[src/rtl/switch_event_gen_pkg.sv]
// Shared types for the switch event generator. Downstream debug and display logic can decode the
// raw 3-bit state output against these values.
package switch_event_gen_pkg;

    localparam int unsigned StateW = 3;

    typedef enum logic [StateW-1:0] {
        StInit    = 3'b000,
        StIdle    = 3'b001,
        StPressed = 3'b010,
        StRepeat  = 3'b011,
        StWaitRel = 3'b100
    } sw_state_e;

    // One bit per pulse type; at most one bit is ever set.
    typedef struct packed {
        logic press;
        logic release_pulse;
        logic long_press;
        logic repeat_pulse;
    } sw_events_t;

    function automatic logic state_is_held(input sw_state_e s);
        return (s == StPressed) || (s == StRepeat);
    endfunction

endpackage

[src/rtl/switch_event_gen_tick_counter.sv]
// Counts enable strobes up to a terminal value; strobes hit on the terminal count and reloads to 0.
module switch_event_gen_tick_counter #(
    parameter int unsigned CNT_W = 4
) (
    input  logic             swclock,
    input  logic             swreset,
    input  logic             clear,
    input  logic             enable,
    input  logic [CNT_W-1:0] terminal,
    output logic             hit
);

    logic [CNT_W-1:0] cnt_q, cnt_d;

    assign hit = enable && (cnt_q == terminal);

    always_comb begin
        cnt_d = cnt_q;
        if (clear) begin
            cnt_d = '0;
        end else if (enable) begin
            cnt_d = hit ? '0 : cnt_q + 1'b1;
        end
    end

    always_ff @(posedge swclock) begin
        if (swreset) begin
            cnt_q <= '0;
        end else begin
            cnt_q <= cnt_d;
        end
    end

endmodule

[src/rtl/switch_event_gen.sv]
// Turns the debounced switch level into press / release / long_press / repeat pulses, counting hold
// time in prescaler ticks. All outputs are registered.
module switch_event_gen
    import switch_event_gen_pkg::*;
#(
    parameter int unsigned LONG_TICKS   = 8,
    parameter int unsigned REPEAT_TICKS = 3,
    parameter int unsigned CNT_W        = 4
) (
    input  logic              swclock,
    input  logic              swreset,
    input  logic              swtick,
    input  logic              dbsw,
    output logic              press,
    // release and repeat are reserved words, hence the suffixed names.
    output logic              release_pulse,
    output logic              long_press,
    output logic              repeat_pulse,
    output logic              held,
    output logic [StateW-1:0] state
);

    localparam logic [CNT_W-1:0] LongTerm   = CNT_W'(LONG_TICKS - 1);
    localparam bit               RepeatEn   = (REPEAT_TICKS != 0);
    localparam logic [CNT_W-1:0] RepeatTerm = RepeatEn ? CNT_W'(REPEAT_TICKS - 1) : '0;

    sw_state_e        state_q, state_d;
    sw_events_t       ev_q, ev_d;
    logic             held_q, held_d;

    logic             cnt_clear;
    logic             cnt_en;
    logic             cnt_hit;
    logic [CNT_W-1:0] cnt_term;

    // The single counter is shared: it times the long hold in PRESSED, then the repeat period.
    always_comb begin
        cnt_term  = (state_q == StRepeat) ? RepeatTerm : LongTerm;
        cnt_en    = swtick && dbsw &&
                    ((state_q == StPressed) || ((state_q == StRepeat) && RepeatEn));
        cnt_clear = !dbsw || !state_is_held(state_q);
    end

    switch_event_gen_tick_counter #(
        .CNT_W (CNT_W)
    ) u_tick_counter (
        .swclock  (swclock),
        .swreset  (swreset),
        .clear    (cnt_clear),
        .enable   (cnt_en),
        .terminal (cnt_term),
        .hit      (cnt_hit)
    );

    always_comb begin
        state_d = state_q;
        ev_d    = '0;
        case (state_q)
            StInit: begin
                // A switch already down at reset is parked until it is let go.
                state_d = dbsw ? StWaitRel : StIdle;
            end
            StIdle: begin
                if (dbsw) begin
                    state_d    = StPressed;
                    ev_d.press = 1'b1;
                end
            end
            StPressed: begin
                if (!dbsw) begin
                    state_d            = StIdle;
                    ev_d.release_pulse = 1'b1;
                end else if (cnt_hit) begin
                    state_d         = StRepeat;
                    ev_d.long_press = 1'b1;
                end
            end
            StRepeat: begin
                if (!dbsw) begin
                    state_d            = StIdle;
                    ev_d.release_pulse = 1'b1;
                end else if (cnt_hit) begin
                    ev_d.repeat_pulse = 1'b1;
                end
            end
            StWaitRel: begin
                if (!dbsw) begin
                    state_d = StIdle;
                end
            end
            default: begin
                state_d = StInit;
            end
        endcase
        held_d = state_is_held(state_d);
    end

    always_ff @(posedge swclock) begin
        if (swreset) begin
            state_q <= StInit;
            ev_q    <= '0;
            held_q  <= 1'b0;
        end else begin
            state_q <= state_d;
            ev_q    <= ev_d;
            held_q  <= held_d;
        end
    end

    assign press         = ev_q.press;
    assign release_pulse = ev_q.release_pulse;
    assign long_press    = ev_q.long_press;
    assign repeat_pulse  = ev_q.repeat_pulse;
    assign held          = held_q;
    assign state         = state_q;

`ifndef SYNTHESIS
    a_pulses_exclusive: assert property (@(posedge swclock) $onehot0(ev_q));
    a_held_matches_state: assert property (@(posedge swclock) held_q == state_is_held(state_q));
`endif

endmodule

[config.mk]
export PLATFORM = sky130hd
export DESIGN_NAME = switch_event_gen
export DESIGN_NICKNAME = d
export VERILOG_FILES = /design/src/rtl/switch_event_gen_pkg.sv /design/src/rtl/switch_event_gen_tick_counter.sv /design/src/rtl/switch_event_gen.sv
export SDC_FILE = /design/constraint.sdc
export NUM_CORES = 1
export LEC_CHECK = 0
export BUFFER_PORTS_ARGS = -buffer_cell sky130_fd_sc_hd__buf_4
export CORE_AREA = 2 2 39 41
export CTS_CLUSTER_DIAMETER = 40
export DETAILED_ROUTE_END_ITERATION = 8
export DIE_AREA = 0 0 41 43
export HOLD_SLACK_MARGIN = 0.03
export SYNTH_ARGS = -nofsm -noshare
export SYNTH_HDL_FRONTEND = slang
export SYNTH_SLANG_ARGS = --single-unit
[constraint.sdc]
create_clock -name swclock -period 3.9 [get_ports swclock]
set_input_delay 0.195 -clock swclock [delete_from_list [all_inputs] [get_ports swclock]]
set_output_delay 0.195 -clock swclock [all_outputs]
set_load 0.1 [all_outputs]
* Word-level counts from Yosys, hierarchy flattened
Cells that the tools add are included.
** Storage, ports and cells
- Register bits after elaboration :: 12
** Cells by class
- Bitwise gates (word level) :: 4
- Reduce and logical (&&, ||, !) cells :: 16
- Add/subtract/negate cells :: 1
- Muxes and demuxes :: 12
- Eq/ne operators :: 7
** Operators with widths (number)
- two-way mux 3 bit :: 6
- OR reduction 2 bit :: 7
- == test 3 x 2 -> 1 bit (second input constant) :: 4
- one-hot mux 3 bit (4 select lines) :: 1
- adder 4 x 1 -> 4 bit (second input constant) :: 1
- == test 4 x 3 -> 1 bit :: 1
- two-way mux 1 bit :: 4
- two-way mux 4 bit :: 1
- inverter 1 bit :: 4
- == test 3 x 1 -> 1 bit (second input constant) :: 1
- == test 3 bit (second input constant) :: 1
- logical AND 1 bit :: 3
- logical NOT 3 bit :: 1
- logical OR 1 bit :: 3
- logical NOT 1 bit :: 2

* Logic depth before layout (Yosys ltp)
- Depth after elaboration :: 9
- Depth in mapped cells :: 4
- Gate-level depth less buffers :: 4

* Modules after synthesis
Synthesis repeated with hierarchy kept, for this count alone.
** Unflattened totals
- Cells, all modules :: 50
- Area total of the unflattened synthesis :: 529.3 um^2
** Modules (own cells, without submodules)
- switch_event_gen :: instances 1, sequential area each 160.2 um^2, cells each 26, area an instance 282.8 um^2
- switch_event_gen_tick_counter :: instances 1, sequential area each 80.1 um^2, cells each 24, area an instance 246.5 um^2

* Least setup slack after synthesis
No wires, ideal clock.
- Path kind :: reg2reg
- From :: reg state_q[1], in the netlist state[1]
- To :: reg state_q[0], in the netlist state[0]
- Data required time :: 3809 ps
- Path buffers :: 0
- Stages on the path, launching flop included :: 5
- Library setup time :: 91 ps
- Data arrival time :: 2067 ps
- Slack :: 1742 ps
- Path through :: dfxtp_1 > and4b_4 > nand2_1 > or3_4 > a311oi_1
** Between the ends
- Longest elaborated chain between the ends :: 7
- Elaborated cells between the ends (all ways) :: 14
- Those cells by class :: 5 x eq/ne; 4 x mux; 5 x reduce/logical
** Ends and longest elaborated chain
- from (decl) :: RTL line switch_event_gen.sv:27 : sw_state_e state_q, state_d;
- from (signal assigned) :: RTL line switch_event_gen.sv:100 : state_q <= StInit;
- from (signal assigned) :: RTL line switch_event_gen.sv:104 : state_q <= state_d;
- == test 3 x 2 -> 1 bit (on tied branches) :: RTL line switch_event_gen.sv:38, switch_event_gen.sv:40, switch_event_gen.sv:58
- two-way mux 3 bit or logical OR 1 bit (tied branches) :: RTL line switch_event_gen.sv:38, switch_event_gen.sv:40
- == test 4 x 3 -> 1 bit or logical AND 1 bit (tied branches) :: RTL line switch_event_gen_tick_counter.sv:15, switch_event_gen.sv:39
- logical AND 1 bit :: RTL line switch_event_gen_tick_counter.sv:15 : assign hit = enable && (cnt_q == terminal);
- two-way mux 3 bit :: RTL line switch_event_gen.sv:73 : end else if (cnt_hit) begin
- two-way mux 3 bit :: RTL line switch_event_gen.sv:70 : if (!dbsw) begin
- one-hot mux 3 bit (4 select lines) (*) :: RTL line switch_event_gen.sv:58 : case (state_q)
Mark *: on every way between the ends. The rest lies on a longest branch, timed or not.
A chain may end at the register's enable or synchronous reset.

* Worst setup path after layout
Same ends and word-level chain as after synthesis.

==> metrics.md <==
| Metric | Value |
|---|---|
| Status | `complete, no violations` |
| IO Port Bufs | `11` |
| Nets@finish | `between 70 and 80` |
| Die height | `roughly 43 um` |
| Initial antenna violation count | `0` |
| Final Max Slew Viols | `0` |
| Achievable clock frequency | `between 600 and 700 MHz` |
| Area growth, synth to finish | `26.2%` |
| Worst-margin pin slew | `0.371 ns` |
| Die footprint | `roughly 0.0018 mm^2` |
| Synth async-reset ratio | `0%` |
| Sequential-to-total area share from yosys stat | `50.3%` |
| Share of cells above drive strength 1 | `between 20% and 30%` |
| Post-synth top area cell | `dfxtp_1` |
| PostCTS Resize Cnt | `0` |
| Gr usage total | `12.1%` |
| Max Cap Violations | `0` |
| Clock slew at reported path FFs | `0.06 ns` |
| RePlAce Congestion | `about 0.72` |
| Skew final | `roughly 0.00075 ns` |
| Final TNS setup | `0 ns` |
| CP arrival | `1.67 ns` |
| First-pass GRT wire length | `1370 um` |
| Peak supply drop | `0.000183 V` |
| Core area | `0.00138 mm^2` |
| Most frequent cell after synthesis | `dfxtp_1` |
| Lkg Pwr | `between 0.2 and 0.25 nW` |
| Post-synth EDFFs | `0` |
| Worst setup EP type | `flop` |
| R2R Setup Slk | `2.41 ns` |
| Hold crit path type | `in2reg` |
| Final Hold Viols | `0` |
| Boundary pin count | `12` |
| DRT Pass-1 Iters | `4` |
| Via density | `4.93` |
| Starting Density | `between 30% and 40%` |
| Final period utilization | `38.2%` |
| Clock sink count | `12` |
| DPL Wire Length | `about 680 um` |
| Worst-Skew Late Latency | `0.26 ns` |
| Synth Register Bits | `12` |
| Most used DFF post-synth | `dfxtp_1` |
| Post-Route WL | `883 um` |
| Final core occ | `between 40 and 50%` |
| Pwr per Cell Area | `around 400 mW/mm^2` |
| Total number of vias | `399` |
| Vias in the first global route | `between 300 and 400` |
| Synth top area share | `around 50%` |
| Gr ovfl total | `0` |
| Syn nets | `56` |
| Largest net degree at the start of global routing | `9` |
| Routed wire length per instance | `10.9 um` |
| Critical path startpoint category | `flop` |
| DRC Markers | `0` |
| TritonCTS clock tree | `built` |
| Maximum fanout along the worst path | `8` |
| Mapped cell area | `478 um^2` |
| H-Tree Level Count | `1` |
| Required time of the worst setup path | `4.08 ns` |
| Synth top cells by count | `dfxtp_1, nor2_1, nand2_1, nor3_1` |
| Area contributors post-synth | `dfxtp_1, nor2_1, nor3_1` |
| N_diodes | `0` |
| Synth Instances | `51` |
| WS Path Type | `reg2reg` |
| DIE WIDTH | `41 um` |
| CTS Hold Buffers Added | `0` |
| Postcts setup bufs | `0` |
| Maximum buffer depth of the clock tree | `2` |
| Post-synthesis cell type count | `20` |
| Antenna Nets Post-Route | `0` |
| Rel. slew slack | `75.1%` |
| Final Critical Period | `1.49 ns` |
| Finish-stage setup viols | `0` |
| 1st-iter DRT viols | `4` |
| CTS Buf Count | `3` |
| Total power | `0.239 mW` |
| RSZ-0062 raised after global routing | `no` |
| Row count | `14` |
| Synth warn | `0` |
| Root Driver | `clkbuf_4` |
| Avg Synthesized Cell Area | `9.37 um^2` |
worst paths after layout:
path                                         from                                    to  cells after the start
min                                       swreset                   state[0]$_SDFF_PP0_                      2
max                           state[1]$_SDFF_PP0_                   state[0]$_SDFF_PP0_                      4
max reg2reg                   state[1]$_SDFF_PP0_                   state[0]$_SDFF_PP0_                      4
min reg2reg  u_tick_counter.cnt_q[0]$_SDFFE_PP0P_  u_tick_counter.cnt_q[0]$_SDFFE_PP0P_                      2
power by group:
group,switching [mW],total [mW],internal [mW]
clock,0.0355,0.0711,0.0357
sequential,0.00363,0.129,0.126
combinational,0.0293,0.0384,0.00915
total,0.0684,0.239,0.170
sequential cells by signal (all words and copies together), names as in the netlist:
signal	cells
press	1
u_tick_counter.cnt_q	4
long_press	1
release_pulse	1
repeat_pulse	1
state	3
held	1
cell usage in the layout (no fill, tap or decap):
cell type and count:
nor2_1 9, or3b_1 2, nor3b_1 1, nand2_1 6, nand3_1 2, nor3_1 5
nor4b_1 1, nor2b_1 1, mux2i_1 2, clkbuf_4 3, ha_1 1, xor2_1 1
nand3b_1 1, dfxtp_1 12, or3_4 1, o22ai_1 1, inv_1 1, and4b_4 1
buf_4 11, and2_1 1, o31ai_1 1, a311oi_1 1
layout make-up:
| cell class | instances | area (um^2) |
|---|---|---|
| timing repair buffer | 11 | 82.6 |
| tap | 16 | 20.0 |
| sequential | 12 | 240 |
| clock buffer | 3 | 22.5 |
| multi-input combinational | 38 | 234 |
| fill | 143 | 781 |
| inverter | 1 | 3.75 |
critical path: stages, from the launching register on:
cell	delay, ns
dfxtp_1	0.44
and4b_4	0.30
nand2_1	0.07
or3_4	0.34
a311oi_1	0.25
metrics by stage:
stage          hold slack, ns  instance area, um^2  setup WS, ns  std cells
6_report                0.133                  603          2.41         81
4_1_cts                 0.124                  603          2.39         81
3_5_place_dp            0.410                  581          2.40         78
3_3_place_gp            0.410                  581          2.44         78
2_1_floorplan           0.267                  478          1.74         51
5_1_grt                 0.120                  603          2.31         81
layer usage:
| layer | wire, um | GRT usage [%] |
|---|---|---|
| met3 | 83 | 3.66 |
| met1 | 385 | 14.8 |
| met5 | 0 | 0 |
| met4 | 35 | 12.0 |
| met2 | 378 | 15.6 |
cells by family (layout without fill, tap and decap cells):
kind of cell	Yosys count	in the layout	synth area share, %
AO/OA/AOI/OAI	3	3	4.71
XOR/XNOR	1	1	1.83
adder cells (fa/ha/maj)	1	1	2.62
buffers and inverters	1	15	0.785
flip-flops	12	12	50.3
multiplexers	2	2	4.19
AND/OR/NAND/NOR	31	31	35.6
No activity file was read; power rests on OpenSTA's default activity.
